$ cat src/rtl/stack_xfer_seq_if.sv
// Byte-wide memory bus between the stack sequencer (master) and the memory
// interface (slave).
//   mem_req   : transaction request, held until mem_ack
//   mem_we    : 1=write, 0=read; valid while mem_req
//   mem_addr  : byte address (the current stack pointer during a transfer)
//   mem_wdata : write byte
//   mem_rdata : read byte, valid in the cycle mem_ack=1
//   mem_ack   : completes the transfer; may arrive in the same cycle as mem_req
interface stack_xfer_seq_if;
  logic        mem_req;
  logic        mem_we;
  logic [15:0] mem_addr;
  logic [7:0]  mem_wdata;
  logic [7:0]  mem_rdata;
  logic        mem_ack;

  modport master (
    output mem_req, mem_we, mem_addr, mem_wdata,
    input  mem_rdata, mem_ack
  );

  modport slave (
    input  mem_req, mem_we, mem_addr, mem_wdata,
    output mem_rdata, mem_ack
  );
endinterface

$ cat src/rtl/stack_xfer_seq.sv
// Stack transfer sequencer: runs the two-byte memory traffic of a 16-bit PUSH
// or POP at the current stack pointer and pulses sp_incr/sp_decr back to the
// stack-pointer owner. SP itself lives outside this block.
//   clock, reset        : clock and synchronous active-high reset
//   push_req, pop_req   : start requests, sampled only in IDLE (push wins)
//   push_data           : word to push, captured on accept
//   sp                  : current stack pointer from the SP owner
//   sp_incr, sp_decr    : one-cycle SP adjust pulses
//   pop_data            : last popped word, updated byte-wise per ack
//   busy, done, error   : status; done/error are one-cycle pulses
//   bus                 : memory bus master
//
// state   | meaning
// IDLE    | waiting for push_req / pop_req
// P_DEC1  | SP-1 before the high byte
// P_WR_HI | write data[15:8] at SP, wait for ack
// P_DEC2  | SP-1 before the low byte
// P_WR_LO | write data[7:0] at SP, wait for ack
// R_RD_LO | read low byte at SP, wait for ack
// R_INC1  | SP+1 after the low byte
// R_RD_HI | read high byte at SP, wait for ack
// R_INC2  | SP+1 after the high byte
// FIN     | done pulse, back to IDLE
module stack_xfer_seq #(
  parameter int TIMEOUT = 0
) (
  input  logic               clock,
  input  logic               reset,
  input  logic               push_req,
  input  logic               pop_req,
  input  logic [15:0]        push_data,
  input  logic [15:0]        sp,
  output logic               sp_incr,
  output logic               sp_decr,
  output logic [15:0]        pop_data,
  output logic               busy,
  output logic               done,
  output logic               error,
  stack_xfer_seq_if.master   bus
);

  typedef enum logic [3:0] {
    IDLE, P_DEC1, P_WR_HI, P_DEC2, P_WR_LO,
    R_RD_LO, R_INC1, R_RD_HI, R_INC2, FIN
  } state_t;

  localparam int WDW = (TIMEOUT > 1) ? $clog2(TIMEOUT + 1) : 1;

  state_t         state;
  state_t         nxt;
  logic [15:0]    data_q;
  logic [WDW-1:0] wd_cnt;
  logic           xfer;
  logic           abort;

  assign xfer  = state inside {P_WR_HI, P_WR_LO, R_RD_LO, R_RD_HI};
  // wd_cnt counts wait cycles already spent; this cycle is the TIMEOUT-th
  assign abort = (TIMEOUT > 0) && xfer && !bus.mem_ack &&
                 (wd_cnt == WDW'(TIMEOUT - 1));

  // mem_req is only ever high in a transfer state, so it doubles as the
  // address enable
  assign bus.mem_addr = bus.mem_req ? sp : 16'h0000;

  always_comb begin
    nxt = state;
    case (state)
      IDLE: begin
        if (push_req)     nxt = P_DEC1;
        else if (pop_req) nxt = R_RD_LO;
      end
      P_DEC1:  nxt = P_WR_HI;
      P_WR_HI: if (bus.mem_ack) nxt = P_DEC2;
      P_DEC2:  nxt = P_WR_LO;
      P_WR_LO: if (bus.mem_ack) nxt = FIN;
      R_RD_LO: if (bus.mem_ack) nxt = R_INC1;
      R_INC1:  nxt = R_RD_HI;
      R_RD_HI: if (bus.mem_ack) nxt = R_INC2;
      R_INC2:  nxt = FIN;
      FIN:     nxt = IDLE;
      default: nxt = IDLE;
    endcase
    if (abort) nxt = IDLE;
  end

  // Outputs are registered from the next state so they line up with it.
  always_ff @(posedge clock) begin
    if (reset) begin
      state         <= IDLE;
      data_q        <= '0;
      wd_cnt        <= '0;
      pop_data      <= '0;
      sp_incr       <= 1'b0;
      sp_decr       <= 1'b0;
      busy          <= 1'b0;
      done          <= 1'b0;
      error         <= 1'b0;
      bus.mem_req   <= 1'b0;
      bus.mem_we    <= 1'b0;
      bus.mem_wdata <= '0;
    end else begin
      state <= nxt;
      if (state == IDLE && push_req) data_q <= push_data;
      if (bus.mem_ack && state == R_RD_LO) pop_data[7:0]  <= bus.mem_rdata;
      if (bus.mem_ack && state == R_RD_HI) pop_data[15:8] <= bus.mem_rdata;
      // cleared outside transfers, so each transfer state starts at zero
      wd_cnt <= (xfer && !bus.mem_ack && !abort) ? wd_cnt + 1'b1 : '0;

      sp_decr     <= nxt inside {P_DEC1, P_DEC2};
      sp_incr     <= nxt inside {R_INC1, R_INC2};
      bus.mem_req <= nxt inside {P_WR_HI, P_WR_LO, R_RD_LO, R_RD_HI};
      bus.mem_we  <= nxt inside {P_WR_HI, P_WR_LO};
      if (nxt == P_WR_HI)      bus.mem_wdata <= data_q[15:8];
      else if (nxt == P_WR_LO) bus.mem_wdata <= data_q[7:0];
      else                     bus.mem_wdata <= '0;
      busy  <= (nxt != IDLE);
      done  <= (nxt == FIN);
      error <= abort;
    end
  end

endmodule

$ cat src/flat_wrapper.sv
// flat-port wrapper written by rule: the top's interface ports become plain ports
module stack_xfer_seq_flat 
#(
  parameter int TIMEOUT = 0
)
  (clock, reset, push_req, pop_req, push_data, sp, sp_incr, sp_decr, pop_data, busy, done, error, bus_mem_req, bus_mem_we, bus_mem_addr, bus_mem_wdata, bus_mem_rdata, bus_mem_ack);
  stack_xfer_seq_if bus_i ();
  input  logic clock;
  input  logic reset;
  input  logic push_req;
  input  logic pop_req;
  input  logic [15:0] push_data;
  input  logic [15:0] sp;
  output logic sp_incr;
  output logic sp_decr;
  output logic [15:0] pop_data;
  output logic busy;
  output logic done;
  output logic error;
  output wire logic [$bits(bus_i.mem_req)-1:0] bus_mem_req;
  output wire logic [$bits(bus_i.mem_we)-1:0] bus_mem_we;
  output wire logic [$bits(bus_i.mem_addr)-1:0] bus_mem_addr;
  output wire logic [$bits(bus_i.mem_wdata)-1:0] bus_mem_wdata;
  input wire logic [$bits(bus_i.mem_rdata)-1:0] bus_mem_rdata;
  input wire logic [$bits(bus_i.mem_ack)-1:0] bus_mem_ack;
  assign bus_mem_req = bus_i.mem_req;
  assign bus_mem_we = bus_i.mem_we;
  assign bus_mem_addr = bus_i.mem_addr;
  assign bus_mem_wdata = bus_i.mem_wdata;
  assign bus_i.mem_rdata = bus_mem_rdata;
  assign bus_i.mem_ack = bus_mem_ack;
  stack_xfer_seq #(.TIMEOUT(TIMEOUT)) u_core (.clock(clock), .reset(reset), .push_req(push_req), .pop_req(pop_req), .push_data(push_data), .sp(sp), .sp_incr(sp_incr), .sp_decr(sp_decr), .pop_data(pop_data), .busy(busy), .done(done), .error(error), .bus(bus_i));
endmodule
$ cat config.mk
export PLATFORM = sky130hd
export DESIGN_NAME = stack_xfer_seq_flat
export DESIGN_NICKNAME = d
export VERILOG_FILES = /design/src/rtl/stack_xfer_seq_if.sv /design/src/rtl/stack_xfer_seq.sv /design/src/flat_wrapper.sv
export SDC_FILE = /design/constraint.sdc
export NUM_CORES = 1
export LEC_CHECK = 0
export ABC_AREA = 1
export CAP_MARGIN = 10
export CORE_ASPECT_RATIO = 0.6
export CORE_UTILIZATION = 40
export CTS_CLUSTER_DIAMETER = 50
export DETAILED_ROUTE_END_ITERATION = 16
export GPL_TIMING_DRIVEN = 0
export PLACE_DENSITY = 0.76
export SLEW_MARGIN = 20
export SYNTH_ARGS = -nofsm -noshare
export SYNTH_HDL_FRONTEND = slang
export SYNTH_SLANG_ARGS = --single-unit
$ cat constraint.sdc
create_clock -name clock -period 2.3 [get_ports clock]
set_input_delay 0.46 -clock clock [delete_from_list [all_inputs] [get_ports clock]]
set_output_delay 0.46 -clock clock [all_outputs]
set_load 0.01 [all_outputs]
# [Word level (Yosys, flattened, before mapping)]
# Index checks and enable logic that the tools add are counted.
[classes] eq_ne=17 mux=10 reduce_logical=9
[op_table] op="4-bit one-hot mux with 9 select lines" count=1
[op_table] op="4-bit by 3-bit == test with 1-bit output (second input constant)" count=8
[op_table] op="4-bit two-way mux" count=6
[op_table] op="4-bit by 2-bit == test with 1-bit output (second input constant)" count=4
[op_table] op="16-bit two-way mux" count=1
[op_table] op="8-bit two-way mux" count=2
[op_table] op="4-bit == test (second input constant)" count=3
[op_table] op="4-bit by 1-bit == test with 1-bit output (second input constant)" count=2
[op_table] op="4-bit nonzero test" count=2
[op_table] op="2-bit nonzero test" count=3
[op_table] op="4-bit logical NOT" count=1
[op_table] op="1-bit logical AND" count=3
[totals] register_bits=50 inputBits=45 output_inout_bits=47 wordCells=47

# [Logic depth before layout (Yosys ltp)]
[depth] ltp_word=6 ltp_mapped=11 mapped_depth_nobuf=11

# [Worst setup path after synthesis]
# Ideal clock, no wire load.
[synth_path] kind="register -> output" startpoint="register u_core.bus.mem_req" endpoint="output bus_mem_addr[10]" arrival_time_ns=1.014 setup_slack_ns=0.826 stages_incl_launch_ff=5 cell_sequence="dfxtp_1 clkbuf_1 clkbuf_1 nand2_1 inv_1"
[synth_via] elab_chain_len=1
[synth_lines] element="start, declared" line_no="stack_xfer_seq_if.sv:18" text="output mem_req, mem_we, mem_addr, mem_wdata,"
[synth_lines] element="start signal, assigned" line_no="stack_xfer_seq.sv:111" text="bus.mem_req <= nxt inside {P_WR_HI, P_WR_LO, R_RD_LO, R_RD_HI};"
[synth_lines] element="16-bit two-way mux" line_no="stack_xfer_seq.sv:63" text="assign bus.mem_addr = bus.mem_req ? sp : 16'h0000;"
[synth_lines] element="end, declared" line_no="flat_wrapper.sv:22" text="output wire logic [$bits(bus_i.mem_addr)-1:0] bus_mem_addr;"
# No other way between the ends.

# [Worst setup path in the final report]
[layout_path] startpoint="register u_core.bus.mem_req" endpoint="output bus_mem_addr[3]"
# The elaborated chain is that of the path after synthesis.

==> implementation parameters <==
Parameter                              Value

Finish
  Filler cell count ... ~460
  Post-Route Utilization ... 0.6357
  Area Overhead vs Synth ... 50.09%
  Count of inserted antenna diode cells ... 0
  Layout cells sized above 1 ... 0.06506
  Number of nets in the layout ... 459

Power
  Sw Share ... 0.3751
  Int Pwr ... 0.001920 W
  Leakage power ... 1.483 nW
  Share of power burned in the clock network ... 0.203
  Final Power ... 0.003073 W
  Part of the total power dissipated in combinational logic ... 0.422
  Power Density ... 937.9 nW/um2
  Sequential share of power ... 0.375
  Switching pwr ... 0.001153 W
  Worst vdd ir ... 0.0004829 V

Clock network
  Number of buffers on the longest clock path ... 2
  Hold buffers post-CTS ... 0
  Clock buffers created by TritonCTS ... 5
  Number of resized instances in the post-cts repair step ... 1
  Clock Pin Slew Worst Setup and Hold Paths ... 100 ps
  Buffers inserted by post-CTS timing repair ... 0
  TritonCTS clock tree ... yes
  Clock Root Buffer ... clkbuf_8
  Number of clock sinks ... 50
  Clock latency on the worst-skew pair ... about 300 ps
  CTS H-Tree Depth ... 2

Die
  Floorplan die width ... ~97 um
  Placeable Area ... 5155 um2
  Top Ports ... roughly 90
  Effective utilization at floorplan ... 0.4235
  Die area ... between 5000 and 6000 um2
  Placement Rows ... 20
  DIE HEIGHT ... slightly below 60 um

Detailed routing
  Average wire per standard cell ... 12.34 um
  Post-route DRC violation count ... 0
  Final Routed Wirelength ... ~6000 um
  Number of DRC markers after the initial detailed-route iteration ... 120
  Vias post-DR ... 2,248
  Detailed Routing Iterations Pass 1 ... 4
  Final antenna-violating net count ... 0
  Average via count per standard cell ... 4.674

Logic synthesis
  Cell type with the highest aggregate area in the netlist ... dfxtp_1
  Commonest cells post-synth ... nor2_1 (56), inv_1 (55), dfxtp_1 (50)
  Count of unique library cells instantiated by Yosys ... 20
  Share of synthesized area occupied by flip-flops and latches ... 0.4585
  Number of synthesized register bits ... 50
  Most repeated cell in the gate-level netlist after synthesis ... nor2_1
  Post-synthesis net count ... about 360
  Most frequently used flop master after synthesis ... dfxtp_1
  Total number of yosys warnings ... 0
  Average size of a mapped cell ... 6.866 um2
  Syn Std Cell Area ... 2183 um2
  Async set or reset register ratio after synthesis ... 0
  Gate count of the mapped netlist ... approximately 320
  EDFF count, synth ... 0
  Largest cells by area after synthesis ... dfxtp_1 (46%), nor2_1 (9.6%), inv_1 (9.5%)
  Top-area cell type share of the netlist area ... 0.4585

STA
  Final Hold Vio Count ... 0
  Tmin final ... 2147 ps
  Timing-limited maximum frequency ... 465.8 MHz
  RSZ-0062 raised after global routing ... false
  Ratio of final minimum period to clock period ... 0.9334
  Skew final ... 8.612 ps
  Setup-failing EPs final ... 0
  Number of slew-limit violations in the final report ... 0
  Final total negative setup slack ... 0 ps

GRT
  First-pass GRT wire length ... 9660 um
  Initial antenna violation count ... 0
  Via count of the first global-routing pass ... 2,079
  Combined global-route utilization of all metal layers ... 0.2126
  Grt ovf ... 0
  Pin count of the biggest net entering global routing ... 17

Place
  # port buffers ... 90
  Estimated wirelength of the detail-placed design ... 4685 um
  Routability cong. ... 0.8906

Critical path
  Worst EP required ... 1840 ps
  Worst Setup End Kind ... output pin
  Critical path startpoint category ... flip-flop
  CP Max Fanout ... 10
  Type of the worst setup path ... flip-flop to output pin
  Data arrival time of the worst path ... 1690 ps

Status
  Run status ... completed

Job
  Count of maximum capacitance violations ... 0

Worst hold path
  Worst hold path class ... flip-flop to flip-flop
==> worst paths after layout <==
| kind | depth (start not counted) | slack, ps | startpoint | end |
|---|---|---|---|---|
| max | 4 | 150 | u_core.bus.mem_req$_SDFF_PP0_ | bus_mem_addr[3] |
| min | 2 | 450 | u_core.pop_data[1]$_SDFFE_PP0P_ | u_core.pop_data[1]$_SDFFE_PP0P_ |
| max reg2reg | 6 | 640 | u_core.state[2]$_SDFF_PP0_ | u_core.pop_data[7]$_SDFFE_PP0P_ |
| min reg2reg | 2 | 450 | u_core.pop_data[1]$_SDFFE_PP0P_ | u_core.pop_data[1]$_SDFFE_PP0P_ |
==> sequential cells by signal (all words and copies together) (netlist names) <==
name                  count
u_core.done               1
u_core.data_q            16
u_core.state              4
u_core.pop_data          16
u_core.busy               1
u_core.bus.mem_we         1
u_core.bus.mem_wdata      8
u_core.bus.mem_req        1
u_core.sp_incr            1
u_core.sp_decr            1
==> cells in the final DEF, fill, tap and decap left out, drive strengths merged, types with 3 or more instances in the layout <==
cell type / synthesis / routed
a21oi: 26 / 26
nor2: 64 / 64
clkbuf: 8 / 12
buf: 3 / 3
clkinv: 2 / 3
o21ai: 33 / 33
inv: 58 / 59
nand3: 20 / 20
clkdlybuf4s50: 0 / 90
dfxtp: 50 / 50
nand2: 51 / 51
==> power by group through the flow <==
stage | Clock (W) | Sequential [W] | Combinational (W)
2_1_floorplan | 0 | 0.00120 | 0.000750
3_3_place_gp | 0 | 0.00116 | 0.00127
3_5_place_dp | 0 | 0.00117 | 0.00130
4_1_cts | 0.000632 | 0.00115 | 0.00130
5_1_grt | 0.000667 | 0.00117 | 0.00145
6_report | 0.000624 | 0.00115 | 0.00130
==> layer usage <==
metal	vias up	wire [um]	part of all wire	GRT usage
met5	-	0	0	0
met4	0	59	0.0099	0.06092
met2	96	2567	0.43	0.3477
met3	7	461	0.078	0.05425
li1	1164	-	-	-
met1	981	2846	0.48	0.2829
==> worst max-delay path: stages, from the launching register on <==
cell             delay, ps
dfxtp_1                450
clkbuf_2               250
nand2_1                 90
inv_1                   70
clkdlybuf4s50_1        530
==> area by class of cell <==
cell class / count / area, um2 / share of cell area
Timing Repair Buffer: 90 / 900.9 / 0.2749
Clock inverter: 3 / 43.79 / 0.01336
Tap cell: 66 / 82.58 / 0.02520
Buffer: 10 / 43.79 / 0.01336
Multi-Input combinational cell: 197 / 910.9 / 0.2780
Inverter: 60 / 225.2 / 0.06873
Clock buffer: 5 / 68.82 / 0.02100
Sequential cell: 50 / 1001 / 0.3055
==> cell families (layout without fill, tap and decap cells) <==
family,after synthesis,in the layout,share of synthesized area
AO/OA/AOI/OAI,61,61,0.1444
flip-flops,50,50,0.4585
other,1,1,0.001718
buffers and inverters,71,168,0.1244
AND/OR/NAND/NOR,135,135,0.2711
==> metrics by stage <==
step                      area, um2  hold slack (ps)  setup WS [ps]  std cells
after global routing           3277            472.9          11.89        481
after global placement         3167            433.1          97.41        474
after CTS                      3281            452.5          20.69        482
after detailed placement       3167            438.1          136.9        474
after floorplan                2183            430.0          825.9        318
final                          3277            451.1          153.3        481
Power figures use the tool's default switching activity.
